<file path="src/rtl/hazard_control_unit.sv">
// hazard_control_unit: load-use / multiply stall and branch flush control for the 5-stage pipeline,
// with branch latching across stalls and a saturating stall-cycle counter.
module hazard_control_unit #(
    parameter int REG_ADDR_W      = 5,
    parameter int MUL_LATENCY     = 3,
    parameter int BR_FLUSH_CYCLES = 1,
    parameter int PERF_W          = 16
) (
    input  logic                  Clk,
    input  logic                  Reset,
    input  logic [1:0]            Branch,
    input  logic                  IDEXMemRead,
    input  logic [REG_ADDR_W-1:0] IDEXRt,
    input  logic [REG_ADDR_W-1:0] IFIDRs,
    input  logic [REG_ADDR_W-1:0] IFIDRt,
    input  logic                  IFIDUsesRs,
    input  logic                  IFIDUsesRt,
    input  logic                  MulStart,
    output logic                  PCWrite,
    output logic                  IFIDWrite,
    output logic                  IFIDFlush,
    output logic                  IDEXFlush,
    output logic                  Busy,
    output logic [PERF_W-1:0]     StallCount
);
    localparam int MAX_CNT = MUL_LATENCY > BR_FLUSH_CYCLES ? MUL_LATENCY : BR_FLUSH_CYCLES;
    localparam int CNT_W   = $clog2(MAX_CNT + 1);

    typedef enum logic [1:0] {IDLE, MUL_STALL, BR_FLUSH} state_t;

    state_t            state_q, state_d;
    logic [CNT_W-1:0]  cnt_q, cnt_d;
    logic              pend_q, pend_d;
    logic [PERF_W-1:0] stall_cnt_q, stall_cnt_d;
    logic              load_use, br, stall, flush;

    assign br       = Branch != 2'b00;
    assign load_use = IDEXMemRead && IDEXRt != '0 &&
                      ((IDEXRt == IFIDRs && IFIDUsesRs) || (IDEXRt == IFIDRt && IFIDUsesRt));

    always_ff @(posedge Clk or posedge Reset) begin
        if (Reset) begin
            state_q     <= IDLE;
            cnt_q       <= '0;
            pend_q      <= 1'b0;
            stall_cnt_q <= '0;
        end else begin
            state_q     <= state_d;
            cnt_q       <= cnt_d;
            pend_q      <= pend_d;
            stall_cnt_q <= stall_cnt_d;
        end
    end

    // Stall wins over flush; a branch seen while stalling is parked in pend_q.
    always_comb begin
        state_d     = state_q;
        cnt_d       = cnt_q;
        pend_d      = (stall && br) || (pend_q && !flush);
        stall_cnt_d = (stall && stall_cnt_q != '1) ? stall_cnt_q + PERF_W'(1) : stall_cnt_q;
        case (state_q)
            IDLE: begin
                if (MulStart && MUL_LATENCY > 1) begin
                    state_d = MUL_STALL;
                    cnt_d   = CNT_W'(MUL_LATENCY - 2);
                end else if (flush && BR_FLUSH_CYCLES > 1) begin
                    state_d = BR_FLUSH;
                    cnt_d   = CNT_W'(BR_FLUSH_CYCLES - 2);
                end
            end
            default: begin
                state_d = cnt_q == '0 ? IDLE : state_q;
                cnt_d   = cnt_q == '0 ? cnt_q : cnt_q - CNT_W'(1);
            end
        endcase
    end

    always_comb begin
        stall      = state_q == MUL_STALL || (state_q == IDLE && (MulStart || load_use));
        flush      = state_q == BR_FLUSH ||
                     (state_q == IDLE && !MulStart && !load_use && (pend_q || br));
        PCWrite    = !stall;
        IFIDWrite  = !stall;
        IFIDFlush  = flush;
        IDEXFlush  = stall || flush;
        Busy       = state_q != IDLE || pend_q;
        StallCount = stall_cnt_q;
    end
endmodule

</file>
<file path="config.mk">
export PLATFORM = sky130hd
export DESIGN_NAME = hazard_control_unit
export DESIGN_NICKNAME = d
export VERILOG_FILES = /design/src/rtl/hazard_control_unit.sv
export SDC_FILE = /design/constraint.sdc
export NUM_CORES = 1
export LEC_CHECK = 0
export BUFFER_PORTS_ARGS = -buffer_cell sky130_fd_sc_hd__buf_2
export CAP_MARGIN = 20
export CORE_AREA = 2 2 52 54
export DETAILED_ROUTE_END_ITERATION = 10
export DIE_AREA = 0 0 54 56
export GPL_ROUTABILITY_DRIVEN = 0
export GPL_TIMING_DRIVEN = 0
export PLACE_DENSITY = 0.76
export RECOVER_POWER = 25
export SLEW_MARGIN = 10
export SYNTH_ARGS = -nofsm -noshare
export SYNTH_HDL_FRONTEND = slang
export SYNTH_SLANG_ARGS = --single-unit
</file>
<file path="constraint.sdc">
create_clock -name Clk -period 2.4 [get_ports Clk]
set_input_delay 0.48 -clock Clk [delete_from_list [all_inputs] [get_ports Clk]]
set_output_delay 0.48 -clock Clk [all_outputs]
set_load 0.005 [all_outputs]
</file>
; Word level (Yosys, flattened, before mapping)
; Index checks and enable logic that the tools add are counted.
[classes]
addsub = 2
eq_ne = 7
n_mux = 5
reduce_logical = 31
[op_table]
columns = op, n
row1 = $add 16x1->16 const B, 1
row2 = $ne 16x16->1 const B, 1
row3 = $logic_and 1x1->1, 11
row4 = $eq 5x5->1, 2
row5 = $mux 2, 5
row6 = $logic_or 1x1->1, 8
row7 = $reduce_bool 2->1, 3
row8 = $reduce_bool 5->1, 1
row9 = $logic_not 1->1, 4
row10 = $logic_not 2->1, 2
row11 = $reduce_and 2->1, 2
row12 = $eq 2x1->1 const B, 1
row13 = $eq 2x2->1 const B, 1
row14 = $ne 2x1->1 const B, 1
row15 = $ne 2x2->1 const B, 1
row16 = $sub 2x1->2 const B, 1
[word_totals]
ff_bits = 21
in_bits = 23
out_inout_bits = 21
wordCells = 49

; Depth between registers and ports, before layout
[logic_depth]
ltp_word = 11
ltp_mapped = 7
mapped_depth_nobuf = 7

; Worst setup path before layout
; OpenSTA, ideal clock, no wires.
[synth_path]
path_type = in2out
startpoint = input port IDEXRt[1]
endpoint = output port IFIDFlush
arrival_time_ps = 1760
t_required_ps = 1920
setup_slack_ps = 160
stages = 6
n_path_buf = 1
cell_sequence = or4_1 o21ai_1 inv_1 a21oi_4 buf_4 nor2b_1
[synth_via]
elab_chain_len = 8
elab_cells_between_ends = 12
classes_between = eq/ne: 2 / reduce/logical: 10
[synth_rtl]
columns = item, line
row1 = start: declaration, 13  ; input logic [REG_ADDR_W-1:0] IDEXRt,
row2 = $eq 5x5->1, 39  ; ((IDEXRt == IFIDRs && IFIDUsesRs) || (IDEXRt == IFIDRt && IFIDUsesRt));
row3 = $logic_and 1x1->1, 39
row4 = $logic_or 1x1->1, 39
row5 = $logic_and 1x1->1 *, 38  ; assign load_use = IDEXMemRead && IDEXRt != '0 &&
row6 = $logic_not 1->1 *, 81  ; (state_q == IDLE && !MulStart && !load_use && (pend_q || br));
row7 = $logic_and 1x1->1 * (2 in a row), 81
row8 = $logic_or 1x1->1 *, 80  ; flush = state_q == BR_FLUSH ||
row9 = end: declaration, 21  ; output logic IFIDFlush,
; Every way passes the cells marked *; elsewhere a longest branch is shown, timed or not.

; Worst setup path after layout
[layout_path]
startpoint = input port IDEXRt[4]
endpoint = output port IFIDFlush
; Same word-level chain as after synthesis.

==> results.sh <==
export IMPL_status="finished clean"
export IMPL_numCtsBuffers=3
export IMPL_drive_gt1_frac=0.374
export IMPL_gr_total_overflow=0
export IMPL_cp_data_arrival_time_ns=1.86
export IMPL_dr_pass1_iters=4
export IMPL_place_area_sq_um=1390
export IMPL_synth_distinct_cells=31
export IMPL_grt_pass1_vias=993
export IMPL_holdWs_ns=0.273
export IMPL_dpl_hpwl_um=1990
export IMPL_finalHoldViolCount=0
export IMPL_io_pins=44
export IMPL_rows=18
export IMPL_avgSynthCellArea_sq_um=9.63
export IMPL_relSlewSlack=0.507
export IMPL_die_area_sq_um=3020
export IMPL_min_period_over_period=0.976
export IMPL_synth_fp_nets=143
export IMPL_fin_skew_ns=0.00834
export IMPL_power_density_nw_per_um2=947
export IMPL_setup_viol=0
export IMPL_cts_max_level=1
export IMPL_cts_buffer_depth=2
export IMPL_vias=1068
export IMPL_routed_wl_um=2640
export IMPL_drv_slew=0
export IMPL_yosys_warnings=0
export IMPL_hp_class="input pin to asynchronous set/reset pin"
export IMPL_ys_ff_latch=20
export IMPL_yosysTopAreaCell="dfrtp_1"
export IMPL_p_leak_nw=0.737
export IMPL_cts_tree="built"
export IMPL_required_ns=1.92
export IMPL_core_area_sq_um=2430
export IMPL_antenna_found_initial=0
export IMPL_die_h_um=56
export IMPL_cts_sinks=20
export IMPL_syn_inst=118
export IMPL_clk_pin_slew_worst_paths_ns=0.12
export IMPL_netlist_area_sq_um=1140
export IMPL_setup_worst_path_class="input pin to output pin"
export IMPL_ir_drop_v=0.000531
export IMPL_seq_area_frac_synth=0.441
export IMPL_via_per_inst=5.31
export IMPL_drtIter0Drc=6
export IMPL_num_antenna_cells=0
export IMPL_ctsRootBufferMaster="clkbuf_4"
export IMPL_area_growth_pct=33.9
export IMPL_start_util=0.467
export IMPL_grt_use_total=0.186
export IMPL_grt_pass1_wl_um=4210
export IMPL_min_period_ns=2.34
export IMPL_route_detailed_drc=0
export IMPL_clock_fmax_ghz=0.427
export IMPL_fin_nets=197
export IMPL_total_power_mw=1.44
export IMPL_final_antenna_net_count=0
export IMPL_wl_per_cell_um=13.1
export IMPL_cp_start_kind="input pin"
export IMPL_final_cell_area_sq_um=1520
export IMPL_fin_setup_tns_ns=0
export IMPL_clkLatencyLatePin_ns=0.31
export IMPL_port_buffers=43
export IMPL_rsz0062_at_grt="yes"
export IMPL_synthTopCellsByArea="dfrtp_1 (44%), xnor2_1 (7.7%), xor2_1 (7.7%)"
export IMPL_cap_violations=0
export IMPL_die_w_um=54
export IMPL_endpoint_kind="output pin"
export IMPL_worst_pin_slew_ns=0.739
export IMPL_synth_top_area_frac=0.441
export IMPL_cp_max_fo=7
export IMPL_grt_max_degree=21
report_power, final:
part	switching, mW	total (mW)	leakage (nW)	internal, mW
clock network	0.108	0.277	0.0279	0.169
logic	0.254	0.542	0.472	0.288
registers	0.156	0.621	0.236	0.465
per-stage QoR:
stage / setup slack [ns] / util / cells
2_1_floorplan: 0.160 / - / 118
3_3_place_gp: -0.210 / 0.571 / 191
3_5_place_dp: -0.217 / 0.571 / 191
4_1_cts: 0.0222 / 0.606 / 199
5_1_grt: -0.00373 / 0.626 / 201
6_report: 0.0566 / 0.626 / 201
final timing paths:
| path | start | end | slack, ns | cells past startpoint |
|---|---|---|---|---|
| worst max-delay path | IDEXRt[4] | IFIDFlush | 0.06 | 8 |
| worst min-delay path | Reset | StallCount[11] | 0.27 | 2 |
| worst max register to register | StallCount[0] | StallCount[1] | 0.16 | 7 |
| worst min register to register | StallCount[3] | StallCount[3] | 0.52 | 1 |
| max in group asynchronous | Reset | StallCount[13] | 1.66 | 2 |
| min in group Clk | MulStart | cnt_q[0] | 0.43 | 3 |
cells in the mapped netlist:
| cell | instances |
|---|---|
| buf_4 | 2 |
| nand4_1 | 7 |
| nor4_1 | 2 |
| nor3b_1 | 1 |
| o22ai_1 | 1 |
| mux2_1 | 4 |
| nor2_2 | 1 |
| and3_1 | 3 |
| ha_1 | 2 |
| nor2_1 | 8 |
| a21oi_1 | 3 |
| a31oi_1 | 2 |
| a22o_1 | 1 |
| dfrtp_1 | 20 |
| inv_1 | 4 |
| a21oi_4 | 1 |
| xor2_1 | 10 |
| nor3_1 | 8 |
| o21ai_1 | 1 |
| nand3_1 | 5 |
| and4_1 | 1 |
| buf_2 | 1 |
| nand2b_1 | 1 |
| or2_2 | 2 |
| o21ai_0 | 1 |
| nor2b_1 | 1 |
| or4_1 | 1 |
| a2bb2oi_1 | 1 |
| nand2_1 | 12 |
| xnor2_1 | 10 |
| a21boi_0 | 1 |
sequential cells by signal, summed over array words and instances (netlist names):
register and flops:
cnt_q 2, pend_q 1, StallCount 16, state_q 1
placed cells by master (no fill, tap or decap), types with 3 or more instances in the layout:
cell type / n
dfrtp_1: 20
nand4_1: 7
buf_4: 7
nand2_1: 12
nor3_1: 8
clkbuf_4: 3
nand3_1: 5
and3_1: 3
nor2_1: 8
a21oi_1: 3
buf_2: 42
xnor2_1: 10
xor2_1: 10
mux2_1: 4
inv_1: 3
layout make-up:
type / count / area [sq um]
plain buffers: 3 / 23.8
clock buffers: 3 / 22.5
clock inverters: 1 / 30.0
fillers: 216 / 911
inverters: 4 / 15.0
multi-input cells: 91 / 616
flip-flops and latches: 20 / 500
well taps: 30 / 37.5
repair buffers: 49 / 277
metal layers:
layer	GRT usage	vias to the layer above	wire length, um
met4	0.0857	0	54
li1	-	521	-
met1	0.236	499	1030
met3	0.0161	5	146
met2	0.310	43	1410
met5	0	-	0
cell families (layout without fill, tap and decap cells):
logic type | Yosys count | in the layout | share of synthesized area
multiplexers | 4 | 4 | 0.0396
AND/OR/NAND/NOR | 53 | 53 | 0.238
buffers and inverters | 7 | 60 | 0.0308
flip-flops | 20 | 20 | 0.441
AO/OA/AOI/OAI | 12 | 12 | 0.0749
adder cells (fa/ha/maj) | 2 | 2 | 0.0220
XOR/XNOR | 20 | 20 | 0.154
what timing repair did:
item / CTS / global route
hold buffers: 0 / 0
pin swaps: 1 / 3
endpoints found under the hold margin: 0 / 0
resized for setup: 1 / 10
endpoints found under the setup margin: 4 / 4
buffers inserted: 4 / 2
critical path, cell delays in order:
cell and delay, ns:
buf_8 0.10, or4_4 0.52, o21ai_2 0.16, inv_2 0.07, a21oi_4 0.16, buf_6 0.14, nor2b_4 0.12, buf_2 0.11
(Power assumes the default switching activity.)
